`src/rtl/fifo_pi_stream_if.sv`:
```
// Handshake/bus bundle between a parallel-lane producer, fifo_pi_stream and its serial consumer.
interface fifo_pi_stream_if #(
  parameter int WIDTH = 16,
  parameter int NLANE = 9,
  parameter int DEPTH = 2*NLANE+1
);
  logic [WIDTH*NLANE-1:0]       DI;
  logic [$clog2(NLANE+1)-1:0]   DI_CNT;
  logic                         WRITE;
  logic                         WREADY;
  logic [WIDTH-1:0]             DO;
  logic                         READ;
  logic                         EMPTY;
  logic                         FULL;
  logic [$clog2(DEPTH+1)-1:0]   LEVEL;
  logic                         AFULL;
  logic                         AEMPTY;

  modport master (
    output DI, DI_CNT, WRITE, READ,
    input  WREADY, DO, EMPTY, FULL, LEVEL, AFULL, AEMPTY
  );

  modport slave (
    input  DI, DI_CNT, WRITE, READ,
    output WREADY, DO, EMPTY, FULL, LEVEL, AFULL, AEMPTY
  );
endinterface

```
`src/rtl/fifo_pi_stream.sv`:
```
// Parallel-in / serial-out FWFT FIFO: a stager drains a 1..NLANE lane vector into storage one word per cycle.
// Optional sticky overflow/underflow ERR output enabled by defining FIFO_PI_STREAM_ERR_EN.
module fifo_pi_stream #(
  parameter int WIDTH     = 16,
  parameter int NLANE     = 9,
  parameter int DEPTH     = 2*NLANE+1,
  parameter int AFULL_TH  = DEPTH-2,
  parameter int AEMPTY_TH = 1
) (
  input  logic CLK,
  input  logic RESET,
  input  logic EN,
`ifdef FIFO_PI_STREAM_ERR_EN
  output logic [1:0] ERR,
`endif
  fifo_pi_stream_if.slave bus
);
  localparam int CW = $clog2(NLANE+1);
  localparam int LW = $clog2(DEPTH+1);
  localparam int AW = $clog2(DEPTH);
  localparam logic [LW-1:0] LV_DEPTH  = LW'(DEPTH);
  localparam logic [LW-1:0] LV_AFULL  = LW'(AFULL_TH);
  localparam logic [LW-1:0] LV_AEMPTY = LW'(AEMPTY_TH);
  localparam logic [AW-1:0] A_LAST    = AW'(DEPTH-1);
  localparam logic [CW-1:0] C_NLANE   = CW'(NLANE);

  typedef enum logic {ST_IDLE, ST_DRAIN} state_t;

  state_t                   state_q, state_d;
  logic [WIDTH*NLANE-1:0]   stage_q, stage_d;
  logic [CW-1:0]            cnt_q, cnt_d;
  logic [CW-1:0]            idx_q, idx_d;
  logic [AW-1:0]            head_q, head_d;
  logic [AW-1:0]            tail_q, tail_d;
  logic [LW-1:0]            level_q, level_d;
  logic [WIDTH-1:0]         do_q, do_d;
  logic [WIDTH-1:0]         mem [DEPTH];

  logic             push, pop, last, wready, accept;
  logic [WIDTH-1:0] lane;

  always_comb begin
    state_d = state_q;
    stage_d = stage_q;
    cnt_d   = cnt_q;
    idx_d   = idx_q;
    head_d  = head_q;
    tail_d  = tail_q;
    level_d = level_q;
    do_d    = do_q;

    // The staged vector shifts down one lane per push, so the current lane is always lane 0.
    lane   = stage_q[WIDTH-1:0];
    push   = (state_q == ST_DRAIN) && (level_q != LV_DEPTH);
    pop    = bus.READ && (level_q != '0);
    last   = (idx_q == cnt_q - CW'(1));
    wready = (state_q == ST_IDLE) || (last && push);
    accept = bus.WRITE && wready && (bus.DI_CNT != '0);

    if (EN) begin
      if (push) begin
        tail_d  = (tail_q == A_LAST) ? '0 : tail_q + AW'(1);
        stage_d = stage_q >> WIDTH;
        if (last) state_d = ST_IDLE;
        else      idx_d   = idx_q + CW'(1);
      end
      if (pop) head_d = (head_q == A_LAST) ? '0 : head_q + AW'(1);
      if (accept) begin
        state_d = ST_DRAIN;
        stage_d = bus.DI;
        cnt_d   = (bus.DI_CNT > C_NLANE) ? C_NLANE : bus.DI_CNT;
        idx_d   = '0;
      end
      if (push && !pop)      level_d = level_q + LW'(1);
      else if (!push && pop) level_d = level_q - LW'(1);
      // The word landing at the new head is not in mem yet; forward it.
      do_d = (push && (tail_q == head_d)) ? lane : mem[head_d];
    end
  end

  always_ff @(posedge CLK) begin
    if (RESET) begin
      state_q <= ST_IDLE;
      stage_q <= '0;
      cnt_q   <= '0;
      idx_q   <= '0;
      head_q  <= '0;
      tail_q  <= '0;
      level_q <= '0;
      do_q    <= '0;
    end else begin
      state_q <= state_d;
      stage_q <= stage_d;
      cnt_q   <= cnt_d;
      idx_q   <= idx_d;
      head_q  <= head_d;
      tail_q  <= tail_d;
      level_q <= level_d;
      do_q    <= do_d;
    end
  end

  always_ff @(posedge CLK) begin
    if (!RESET && EN && push) mem[tail_q] <= lane;
  end

`ifdef FIFO_PI_STREAM_ERR_EN
  logic [1:0] err_q, err_d;

  always_comb begin
    err_d = err_q;
    if (EN) begin
      if (bus.WRITE && !wready)       err_d[0] = 1'b1;
      if (bus.READ && level_q == '0)  err_d[1] = 1'b1;
    end
  end

  always_ff @(posedge CLK) begin
    if (RESET) err_q <= '0;
    else       err_q <= err_d;
  end

  assign ERR = err_q;
`endif

  assign bus.WREADY = wready;
  assign bus.DO     = do_q;
  assign bus.EMPTY  = (level_q == '0);
  assign bus.FULL   = (level_q == LV_DEPTH);
  assign bus.LEVEL  = level_q;
  assign bus.AFULL  = (level_q >= LV_AFULL);
  assign bus.AEMPTY = (level_q <= LV_AEMPTY);
endmodule

```
`src/flat_wrapper.sv`:
```
// flat-port wrapper written by rule: the top's interface ports become plain ports
module fifo_pi_stream_flat 
#(
  parameter int WIDTH     = 16,
  parameter int NLANE     = 9,
  parameter int DEPTH     = 2*NLANE+1,
  parameter int AFULL_TH  = DEPTH-2,
  parameter int AEMPTY_TH = 1
)
  (CLK, RESET, EN, bus_DI, bus_DI_CNT, bus_WRITE, bus_READ, bus_WREADY, bus_DO, bus_EMPTY, bus_FULL, bus_LEVEL, bus_AFULL, bus_AEMPTY);
  fifo_pi_stream_if #(.WIDTH(WIDTH), .NLANE(NLANE), .DEPTH(DEPTH)) bus_i ();
  input  logic CLK;
  input  logic RESET;
  input  logic EN;
  input wire logic [$bits(bus_i.DI)-1:0] bus_DI;
  input wire logic [$bits(bus_i.DI_CNT)-1:0] bus_DI_CNT;
  input wire logic [$bits(bus_i.WRITE)-1:0] bus_WRITE;
  input wire logic [$bits(bus_i.READ)-1:0] bus_READ;
  output wire logic [$bits(bus_i.WREADY)-1:0] bus_WREADY;
  output wire logic [$bits(bus_i.DO)-1:0] bus_DO;
  output wire logic [$bits(bus_i.EMPTY)-1:0] bus_EMPTY;
  output wire logic [$bits(bus_i.FULL)-1:0] bus_FULL;
  output wire logic [$bits(bus_i.LEVEL)-1:0] bus_LEVEL;
  output wire logic [$bits(bus_i.AFULL)-1:0] bus_AFULL;
  output wire logic [$bits(bus_i.AEMPTY)-1:0] bus_AEMPTY;
  assign bus_i.DI = bus_DI;
  assign bus_i.DI_CNT = bus_DI_CNT;
  assign bus_i.WRITE = bus_WRITE;
  assign bus_i.READ = bus_READ;
  assign bus_WREADY = bus_i.WREADY;
  assign bus_DO = bus_i.DO;
  assign bus_EMPTY = bus_i.EMPTY;
  assign bus_FULL = bus_i.FULL;
  assign bus_LEVEL = bus_i.LEVEL;
  assign bus_AFULL = bus_i.AFULL;
  assign bus_AEMPTY = bus_i.AEMPTY;
  fifo_pi_stream #(.WIDTH(WIDTH), .NLANE(NLANE), .DEPTH(DEPTH), .AFULL_TH(AFULL_TH), .AEMPTY_TH(AEMPTY_TH)) u_core (.CLK(CLK), .RESET(RESET), .EN(EN), .bus(bus_i));
endmodule
```
`config.mk`:
```
export PLATFORM = sky130hd
export DESIGN_NAME = fifo_pi_stream_flat
export DESIGN_NICKNAME = d
export VERILOG_FILES = /design/src/rtl/fifo_pi_stream_if.sv /design/src/rtl/fifo_pi_stream.sv /design/src/flat_wrapper.sv
export SDC_FILE = /design/constraint.sdc
export NUM_CORES = 1
export LEC_CHECK = 0
export BUFFER_PORTS_ARGS = -buffer_cell sky130_fd_sc_hd__buf_4
export CORE_AREA = 2 2 250 252
export DETAILED_ROUTE_END_ITERATION = 8
export DIE_AREA = 0 0 252 254
export PLACE_DENSITY = 0.56
export SYNTH_ARGS = -nofsm -noshare
export SYNTH_HDL_FRONTEND = slang
export SYNTH_SLANG_ARGS = --single-unit
```
`constraint.sdc`:
```
create_clock -name CLK -period 7.79 [get_ports CLK]
set_input_delay 1.1685 -clock CLK [delete_from_list [all_inputs] [get_ports CLK]]
set_output_delay 1.1685 -clock CLK [all_outputs]
set_load 0.1 [all_outputs]
```
==> results.cfg <==
[worst_setup_path]
path_depth = 11
cp.arrival_ns = 5.47
r2r_cells = 11
cp_top_family = simple AND/OR/NAND/NOR gates
slowest_delay_ns = 1.14
cp_cell_sequence = inv_1 -> ha_1 -> or4b_1 -> clkinv_8 -> o31ai_4 -> buf_4 -> nand2_4 -> mux2i_1 -> a2111oi_0 -> nand4_1 -> nand3_1
crit_path_end_kind = register
worst-path-buf-inv = 3
path_class = reg2reg
crit_slowest_cell = a2111oi_0
crit_fanout = 63
cp.required_ns = 8.33
start_kind = register

[placed_design]
hpwl_um = 36160
gp_congestion = 0.8194
port_buffers = 178

[route]
wire_per_inst_um = 20.81
drt_pass1_iterations = 5
ant_nets = 0
drc = 0
vias = 14602
wirelength_um = 56370
via_per_inst = 5.390
first_iter_violations = 1076

[logic_synthesis]
yosysMostFrequentCell = edfxtp_1
synth_seq_cells = 488
seq_area_frac_synth_pct = 60.02
syn_inst = 1758
synth_top_cell_by_area = edfxtp_1
synth.distinct_cells = 77
async_reset_ff_share_pct = 0
yosysTopAreaCellShare_pct = 42.76
syn_avg_cell_area_um2 = 12.14
syn-num-nets = 1924
syn_area_um2 = 21350
ys.warnings.count = 0
ys.flop_type = edfxtp_1
synthTopCellsByArea = edfxtp_1, dfxtp_1, mux2i_1, a211oi_1, nor2_1
synth_edf_count = 304
synth_common_cells = edfxtp_1, nor2_1, mux2i_1

[cells_and_area]
drive_gt1_share_pct = 17.36
fin_nets = 2043
utilization_pct = 40.73
area_growth_pct = 16.89

[die]
design.core.area_um2 = 61260
fp.dieW_um = 252
die_h_um = 254
die_area_um2 = 64010
rows = 91
initial_utilization_pct = 34.85
io-pin-count = 179

[global_routing]
met2_usage_pct = 28.18
grt_util_met3_pct = 5.203
grt_pass1_vias = 14120
busiest_layer = met2
grt-ovfl-total = 0
grt_usage_pct = 17.34
antenna_found_initial = 2
grtUsageMet1_pct = 22.93
grt_max_degree = 139
grt_pass1_wl_um = 86360

[clock_network]
path_clk_slew_ns = 0.06
ctsResizeCount = 0
ctsHtreeMaxLevel = 2
cts_buffers = 50
postCtsHoldBufs = 0
cts_num_sinks = 488
post_cts_buffers = 0
cts_tree = yes
cts_root_buf = clkbuf_16
cts_max_path_buffers = 3
clkLatencyLatePin_ns = 0.60

[power]
power_density_nw_per_um2 = 304.0
peakVddDrop_uv = 228.3
finalPower_mw = 7.585
p_leak_nw = 9.128

[sta]
final.setup_skew_ns = 0.02494
hold_viol = 0
fin_crit_sh_pct = 63.30
grt_setup_unrepaired = false
maxSlewHeadroom_pct = 13.22
fin_crit_ns = 4.931
worst_slew_pin_slew_ns = 1.269
max_freq_ghz = 0.2028
finalSetupTns_ns = 0
slew_viol_final = 0
setup_viol = 0

[job]
maxCapViolations = 0

[run_status]
status = finished clean

[hold_path]
hold_path_depth = 2
hold_class = reg2reg
metal layers:
layer	vias to the layer above	share of wire (%)
met5	-	0.018
met1	7095	44
met2	439	46
met3	71	8.7
li1	6995	-
met4	2	1.5
flip-flops by register name, indices dropped and copies added, names as in the netlist:
signal / count
u_core.bus.DO: 16
u_core.state_q: 1
u_core.tail_q: 5
u_core.mem: 304
u_core.stage_q: 144
u_core.idx_q: 4
u_core.bus.LEVEL: 5
u_core.cnt_q: 4
u_core.head_q: 5
path summary, 6_finish.rpt:
check | startpoint | end | slack (ns)
worst min register to register | u_core.stage_q[137]$_SDFFE_PP0P_ | u_core.stage_q[137]$_SDFFE_PP0P_ | 0.46
worst min-delay path | u_core.stage_q[137]$_SDFFE_PP0P_ | u_core.stage_q[137]$_SDFFE_PP0P_ | 0.46
worst max-delay path | u_core.bus.LEVEL[0]$_SDFFE_PP0P_ | u_core.bus.DO[15]$_SDFFE_PP0P_ | 2.86
worst max register to register | u_core.bus.LEVEL[0]$_SDFFE_PP0P_ | u_core.bus.DO[15]$_SDFFE_PP0P_ | 2.86
cells by family after synthesis:
group                    synth area share (%)
XOR/XNOR                               0.9203
multiplexers                            9.519
adder cells (fa/ha/maj)                0.7620
buffers and inverters                   3.552
AO/OA/AOI/OAI                           14.29
flip-flops                              60.02
AND/OR/NAND/NOR                         10.94
layout by cell type, fill, tap and decap left out, types with 5 or more instances in the layout:
cell / count
a2111o_1: 14
a2111oi_0: 18
a211o_1: 32
a211oi_1: 165
a21o_1: 15
a21oi_1: 43
a221oi_2: 11
a31oi_1: 18
and3_1: 35
and4_1: 16
buf_4: 208
bufinv_16: 5
clkbuf_1: 6
clkbuf_16: 50
clkinv_1: 9
clkinv_2: 16
dfxtp_1: 184
edfxtp_1: 304
ha_1: 13
inv_1: 12
mux2i_1: 203
nand2_1: 59
nand3_1: 50
nand4_1: 22
nor2_1: 209
nor3_1: 35
o211ai_1: 5
o21a_1: 14
o21ai_0: 35
or3_1: 5
xnor2_1: 9
xor2_1: 9
layout make-up:
type	instances	area, um^2
multi-input cells	1112	7825
well taps	790	988.4
fillers	5731	36300
flip-flops and latches	488	12810
inverters	13	61.31
repair buffers	212	1633
diodes	1	2.502
clock buffers	59	1315
clock inverters	34	315.3
per-stage QoR:
stage               cells  setup slack [ns]  area, um^2  hold WS [ns]
floorplan            1758             2.455       21350        0.4450
global route         2708             2.498       24950        0.4878
finish               2709             2.859       24950        0.4644
detailed placement   2615             2.914       23320        0.4575
CTS                  2708             2.961       24950        0.4656
global placement     2615             2.994       23320        0.4548
worst reg2reg max path: stages (launching register included):
cell and delay (ns):
dfxtp_1 0.42, inv_1 0.14, ha_1 0.21, or4b_1 0.52, clkinv_8 0.21, o31ai_4 0.25
buf_4 0.65, nand2_4 0.72, mux2i_1 0.34, a2111oi_0 1.14, nand4_1 0.16, nand3_1 0.15
power breakdown:
part           switching [mW]  leakage (nW)  internal, mW
logic                    1.48          3.99         0.685
registers               0.148          4.33          2.89
clock network            1.01         0.809          1.37
total                    2.64          9.13          4.95
Note: power is estimated with default switching activity, not from simulation.
